[config.mk]
export PLATFORM = sky130hd
export DESIGN_NAME = eip_redirect_ctrl
export DESIGN_NICKNAME = d
export VERILOG_FILES = /design/src/rtl/eip_redirect_ctrl.sv
export SDC_FILE = /design/constraint.sdc
export NUM_CORES = 1
export LEC_CHECK = 0
export ABC_CLOCK_PERIOD_IN_PS = 2100
export BUFFER_PORTS_ARGS = -buffer_cell sky130_fd_sc_hd__buf_2
export CORE_UTILIZATION = 32
export CTS_CLUSTER_SIZE = 40
export DETAILED_ROUTE_END_ITERATION = 16
export GPL_ROUTABILITY_DRIVEN = 1
export PLACE_DENSITY = 0.59
export SYNTH_ARGS = -nofsm -noshare
export SYNTH_HDL_FRONTEND = slang
export SYNTH_SLANG_ARGS = --single-unit
[constraint.sdc]
create_clock -name clk -period 2.1 [get_ports clk]
set_clock_uncertainty 0.2 [all_clocks]
set_input_delay 0.21 -clock clk [delete_from_list [all_inputs] [get_ports clk]]
set_output_delay 0.21 -clock clk [all_outputs]
set_load 0.03 [all_outputs]
[src/rtl/eip_redirect_ctrl.sv]
`default_nettype none
// ============================================================================
// Module   : eip_redirect_ctrl
// Brief    : Arbitrates architectural EIP updates between exception vectoring,
//            taken writeback control transfers and sequential decode advance.
//            An accepted redirect raises a valid/ready request to fetch,
//            flushes the pipeline and stalls decode through a drain window.
// Revision : 1.0 - initial release
// ============================================================================
module eip_redirect_ctrl #(
    parameter logic [31:0] RESET_EIP    = 32'h0000_FFF0,
    parameter int unsigned FLUSH_CYCLES = 2
) (
    input  logic        clk,
    input  logic        rst_n,
    input  logic        r_V_wb,
    input  logic        r_wb_eip_change,
    input  logic        r_wb_cond_met,
    input  logic [31:0] r_wb_target,
    input  logic        r_wb_pr_size_over,
    input  logic        r_V_de,
    input  logic        w_not_stall_fe,
    input  logic [31:0] w_de_EIP_next,
    input  logic        exc_req,
    input  logic [31:0] exc_vector,
    input  logic        fe_redirect_ready,
    output logic [31:0] r_EIP,
    output logic        fe_redirect_valid,
    output logic [31:0] fe_redirect_addr,
    output logic        flush_pipe,
    output logic        stall_de,
    output logic        exc_ack
);

    typedef enum logic [1:0] {
        ST_RUN   = 2'd0,
        ST_REDIR = 2'd1,
        ST_DRAIN = 2'd2
    } state_t;

    localparam logic [3:0] C_FLUSH = FLUSH_CYCLES[3:0];

    state_t      r_state, w_state_nxt;
    logic [3:0]  r_cnt,   w_cnt_nxt;
    logic [31:0] r_eip,   w_eip_nxt;
    logic [31:0] r_addr,  w_addr_nxt;
    logic        r_valid, w_valid_nxt;
    logic        r_flush, w_flush_nxt;
    logic        r_stall, w_stall_nxt;
    logic        r_ack,   w_ack_nxt;

    logic        w_wb_take;
    logic [31:0] w_wb_target_m;

    assign w_wb_take     = r_V_wb & r_wb_eip_change & r_wb_cond_met;
    // A 16-bit operand size wraps the branch target inside the low 64 KiB.
    assign w_wb_target_m = r_wb_pr_size_over ? {16'h0000, r_wb_target[15:0]}
                                             : r_wb_target;

    // Next-state and next-output selection; every output is registered below.
    always_comb begin
        w_state_nxt = r_state;
        w_cnt_nxt   = r_cnt;
        w_eip_nxt   = r_eip;
        w_addr_nxt  = r_addr;
        w_valid_nxt = r_valid;
        w_flush_nxt = r_flush;
        w_stall_nxt = r_stall;
        w_ack_nxt   = 1'b0;
        case (r_state)
            ST_RUN: begin
                if (exc_req) begin
                    w_eip_nxt   = exc_vector;
                    w_addr_nxt  = exc_vector;
                    w_ack_nxt   = 1'b1;
                    w_valid_nxt = 1'b1;
                    w_flush_nxt = 1'b1;
                    w_stall_nxt = 1'b1;
                    w_state_nxt = ST_REDIR;
                end else if (w_wb_take) begin
                    w_eip_nxt   = w_wb_target_m;
                    w_addr_nxt  = w_wb_target_m;
                    w_valid_nxt = 1'b1;
                    w_flush_nxt = 1'b1;
                    w_stall_nxt = 1'b1;
                    w_state_nxt = ST_REDIR;
                end else if (r_V_de & w_not_stall_fe) begin
                    w_eip_nxt = w_de_EIP_next;
                end
            end
            ST_REDIR: begin
                // Wrong-path writeback/decode activity is squashed here.
                if (r_valid & fe_redirect_ready) begin
                    w_valid_nxt = 1'b0;
                    if (C_FLUSH == 4'd0) begin
                        w_flush_nxt = 1'b0;
                        w_stall_nxt = 1'b0;
                        w_state_nxt = ST_RUN;
                    end else begin
                        w_cnt_nxt   = C_FLUSH;
                        w_state_nxt = ST_DRAIN;
                    end
                end
            end
            ST_DRAIN: begin
                w_cnt_nxt = r_cnt - 4'd1;
                if (r_cnt <= 4'd1) begin
                    w_cnt_nxt   = 4'd0;
                    w_flush_nxt = 1'b0;
                    w_stall_nxt = 1'b0;
                    w_state_nxt = ST_RUN;
                end
            end
            default: begin
                w_state_nxt = ST_RUN;
            end
        endcase
    end

    // State, counter and output registers with synchronous active-low reset.
    always_ff @(posedge clk) begin
        if (!rst_n) begin
            r_state <= ST_RUN;
            r_cnt   <= 4'd0;
            r_eip   <= RESET_EIP;
            r_addr  <= RESET_EIP;
            r_valid <= 1'b0;
            r_flush <= 1'b0;
            r_stall <= 1'b0;
            r_ack   <= 1'b0;
        end else begin
            r_state <= w_state_nxt;
            r_cnt   <= w_cnt_nxt;
            r_eip   <= w_eip_nxt;
            r_addr  <= w_addr_nxt;
            r_valid <= w_valid_nxt;
            r_flush <= w_flush_nxt;
            r_stall <= w_stall_nxt;
            r_ack   <= w_ack_nxt;
        end
    end

    assign r_EIP             = r_eip;
    assign fe_redirect_valid = r_valid;
    assign fe_redirect_addr  = r_addr;
    assign flush_pipe        = r_flush;
    assign stall_de          = r_stall;
    assign exc_ack           = r_ack;

endmodule
`default_nettype wire

Word-level counts from Yosys, hierarchy flattened
Index checks and enable logic that the tools add are counted.
{"block": "word_totals", "out_inout_bits": 68, "reg_bits": 73}
{"block": "classes", "magnitude_cmp": 1, "n_bitwise": 4, "reduce_logical": 13, "n_eq_ne": 5, "add_sub_neg": 1, "mux": 21}
{"cell": "$mux 32", "count": 6}
{"cell": "$reduce_and 3->1", "count": 3}
{"cell": "$mux 2", "count": 4}
{"cell": "$mux 4", "count": 2}
{"cell": "$pmux 4 s2", "count": 1}
{"cell": "$reduce_and 2->1", "count": 4}
{"cell": "$reduce_bool 2->1", "count": 4}
{"cell": "$pmux 2 s3", "count": 1}
{"cell": "$mux 1", "count": 5}
{"cell": "$and 1x1->1", "count": 4}
{"cell": "$le 4x1->1 const B", "count": 1}
{"cell": "$ne 2x2->1 const B", "count": 2}
{"cell": "$pmux 1 s2", "count": 2}
{"cell": "$sub 4x1->4 const B", "count": 1}
{"cell": "$ne 3x3->1 const B", "count": 1}
{"cell": "$reduce_bool 3->1", "count": 1}
{"cell": "$eq 2x1->1 const B", "count": 1}
{"cell": "$eq 2x2->1 const B", "count": 1}
{"cell": "$logic_not 2->1", "count": 1}

Logic depth before layout (Yosys ltp)
{"block": "depth", "ltp_word": 5, "mapped_depth": 6}

Least setup slack after synthesis
OpenSTA, ideal clock, no wires.
{"block": "synth_timing", "path_type": "flip-flop to flip-flop", "startpoint": "reg r_state[1]", "endpoint": "reg r_addr[5] (netlist: fe_redirect_addr[5])", "required_time_ns": 1.770, "slack_ns": 0.556, "path_stages_with_launch": 7, "setup_time_ns": 0.130, "synth_period_minus_slack_ns": 1.544, "arrival_ns": 1.214, "path_cell_list": "dfxtp_1 buf_2 or2_1 buf_4 nor3_4 buf_4 o22ai_1"}
{"block": "synth_via", "elab_chain_len": 2}
{"element": "from (decl)", "line": "43", "text": "state_t r_state, w_state_nxt;"}
{"element": "from (signal assigned)", "line": "132", "text": "r_state <= w_state_nxt;"}
{"element": "$logic_not 2->1", "line": "70", "text": "case (r_state)"}
{"element": "$reduce_and 2->1 (no source line)"}
{"element": "to (signal assigned)", "line": "135", "text": "r_addr <= w_addr_nxt;"}
{"element": "to (decl)", "line": "46", "text": "logic [31:0] r_addr, w_addr_nxt;"}
Every way passes these cells.
A chain may end at the register's enable or synchronous reset.

Worst setup path in the final report
{"block": "layout_timing", "startpoint": "reg r_state[1]", "endpoint": "reg r_addr[16] (netlist: fe_redirect_addr[16])"}
Same word-level chain as after synthesis.

==> summary.md <==
| Metric | Value |
|---|---|
| Number of flops mapped to enable cells by yosys | `0` |
| Fin util | `0.4217` |
| Resize count post-CTS | `0` |
| Mapped Nets | `approximately 640` |
| Largest net degree at the start of global routing | `40` |
| Slowest cell delay on critical path | `0.60 ns` |
| Grt total ovfl | `0` |
| PortBufs | `around 170` |
| Mapped Avg Cell Area | `around 8.7 sq um` |
| HPWL Detailed | `11.90 mm` |
| Synth Flop Type | `dfxtp_1` |
| Placer Congestion | `around 0.85` |
| Crit. Startpoint | `r_state[1]` |
| Worst hold path type | `primary input to register` |
| Initial Utilization | `0.3312` |
| Clock Path Buffers | `2` |
| Share of the synthesized area in the top cell type | `0.3154` |
| Clk root buf | `clkbuf_16` |
| Hold path cells | `3` |
| Status | `finished clean` |
| Async set-reset flop share out of synthesis | `0` |
| Vias in the first global route | `4,692` |
| I/O pin cnt | `174` |
| DRC | `0` |
| Critical Path Start Type | `register` |
| RSZ-0062 raised after global routing | `no` |
| Worst Path Max Fanout | `21` |
| Fin Setup TNS | `0 ns` |
| Post-DR vias/cell | `5.739` |
| Initial antenna violation count | `0` |
| Number of nets in the layout | `~800` |
| RR Endpoint | `fe_redirect_addr[16]` |
| First-pass GRT wire length | `24.98 mm` |
| WP data required | `~2.2 ns` |
| Worst-margin pin slew | `between 0.7 and 0.8 ns` |
| Final ANT Viol Nets | `0` |
| DR WL/cell | `18.92 um` |
| Ant. Diodes | `0` |
| Synth Cell Area | `4633 sq um` |
| Fin Hold WS | `between 0.02 and 0.025 ns` |
| Achievable Freq | `between 500 and 600 MHz` |
| Share of cells above drive strength 1 | `0.3524` |
| CP cell instances | `or2_1 > nor2_4 > o221a_1` |
| Fin. max-slew vios | `0` |
| Drt pass-1 iters | `6` |
| Reg2reg start | `r_state[1]` |
| Cell Pwr Density | `around 740 nW/um^2` |
| Clock-pin slew on the worst setup and hold paths | `about 0.060 ns` |
| Clock Sinks | `73` |
| Synthesis warning total | `0` |
| Max-cap violations | `0` |
| Netlist cell types | `between 50 and 60` |
| #FFs+latches synth | `73` |
| CTS Hold Bufs | `0` |
| CTS tree | `done` |
| Die Area | `14,960 sq um` |
| # rows | `43` |
| Number of buffers created by CTS | `9` |
| WS Path Type | `register to register` |
| Worst Path Arrival | `1.81 ns` |
| Slowest stage cell, crit path | `nor2_4` |
| Period utilization | `0.8236` |
| Final WL | `approximately 16 mm` |
| Leakage | `roughly 2.4 nW` |
| HP Start | `exc_vector[15]` |
| Fin crit period | `approximately 1.7 ns` |
| Seq/Total Area, Yosys | `0.3154` |
| H-tree depth | `3` |
| Routed via count | `a little under 5,000` |
| Reg2reg setup slack | `~0.37 ns` |
| Overall power | `0.004374 W` |
| GR Util All Layers | `0.2155` |
| Synth area leader | `dfxtp_1` |
| P&R area growth vs syn | `27.33%` |
| Initial DRC count | `roughly 380` |
| Floorplan die height | `122.3 um` |
| Post-Syn Instances | `530` |
| Highest-count cells in the layout ignoring fill and taps | `172 x buf_2, 73 x dfxtp_1, 33 x nand2b_1, 33 x buf_4, 28 x a311o_1` |
| Relative slew slack | `0.5167` |
| R2R depth | `3` |
| Hold violation count in the final report | `0` |
| Die Wd | `122.3 um` |
| Post-CTS Setup Bufs | `0` |
| Final Setup Violations | `0` |
| WHS Endpoint | `fe_redirect_addr[15]` |
| Top post-synthesis cells by area | `dfxtp_1 32%, a311o_1 6.0%, nand2b_1 4.5%` |
| Core Region | `13,990 sq um` |
| VDD IR max | `0.0003804 V` |
| Crit. End Element | `register` |
| Commonest non-fill, non-tap cell in the layout | `buf_2` |
| Worst skew pair latency | `~0.33 ns` |
[how the worst max path moves through the flow]
stage	endpoint	slack (ns)	depth (start not counted)
after CTS	fe_redirect_addr[16]	0.37	3
after floorplan	fe_redirect_addr[5]	0.56	6
after global routing	fe_redirect_addr[16]	0.30	3
after detailed placement	r_EIP[10]	0.35	5
final	fe_redirect_addr[16]	0.37	3
after global placement	r_state[0]	0.33	4
[cells in the mapped netlist (all sizes together) (18+ instances only)]
library cell and instances:
buf 31, dfxtp 73, a311o 28, clkbuf 40
a211oi 19, nand2 24, o221ai 21, o2111ai 20
nor2b 27, a21oi 18, mux2i 19, nand2b 33
nand3 27
[worst max-delay path, delay by kind of cell (launching register included)]
kind | cells | cell delay (ns)
flops | 1 | 0.31
simple gates | 2 | 0.89
compound gates | 1 | 0.27
[final cells by class]
cell class	instances	area (sq um)
clock buffers	13	260.3
clock inverters	3	15.01
fillers	1412	8089
inverters	7	26.28
multi-input cells	379	2783
flip-flops and latches	73	1461
well taps	180	225.2
repair buffers	206	1129
[report_power, final]
part | leakage (nW) | total, W | internal [W] | switching (W)
Sequential | 0.605 | 0.00163 | 0.00153 | 0.000100
Clock | 0.139 | 0.00145 | 0.000860 | 0.000595
Combinational | 1.66 | 0.00129 | 0.000459 | 0.000828
Total | 2.40 | 0.00437 | 0.00285 | 0.00152
[sequential cells by signal, summed over array words and instances, names as in the netlist]
signal             count
fe_redirect_addr      32
r_cnt                  4
fe_redirect_valid      1
stall_de               1
r_state                2
exc_ack                1
r_EIP                 32
[through the flow]
stage          cells  setup slack, ns  area (sq um)
2_1_floorplan    530           0.5560          4633
3_3_place_gp     845           0.3336          5624
3_5_place_dp     845           0.3457          5624
4_1_cts          861           0.3693          5899
5_1_grt          861           0.3027          5899
6_report         861           0.3705          5899
[cells by family (layout without fill, tap and decap cells)]
family	count (synthesis)	count (layout)	share of synthesized area
AOI/OAI and AO/OA	212	212	0.3762
adders and majority gates	2	2	0.005400
buffers and inverters	78	229	0.08507
DFF	73	73	0.3154
muxes	19	19	0.04105
and+or+nand+nor	146	146	0.1769
[routing by layer]
layer / vias up / global-route usage / wire [um]
li1: 2372 / - / -
met1: 2369 / 0.2919 / 7385
met2: 176 / 0.3350 / 7592
met3: 24 / 0.03810 / 893
met4: 0 / 0.08994 / 422
met5: - / 0 / 0
Power figures use the tool's default switching activity.
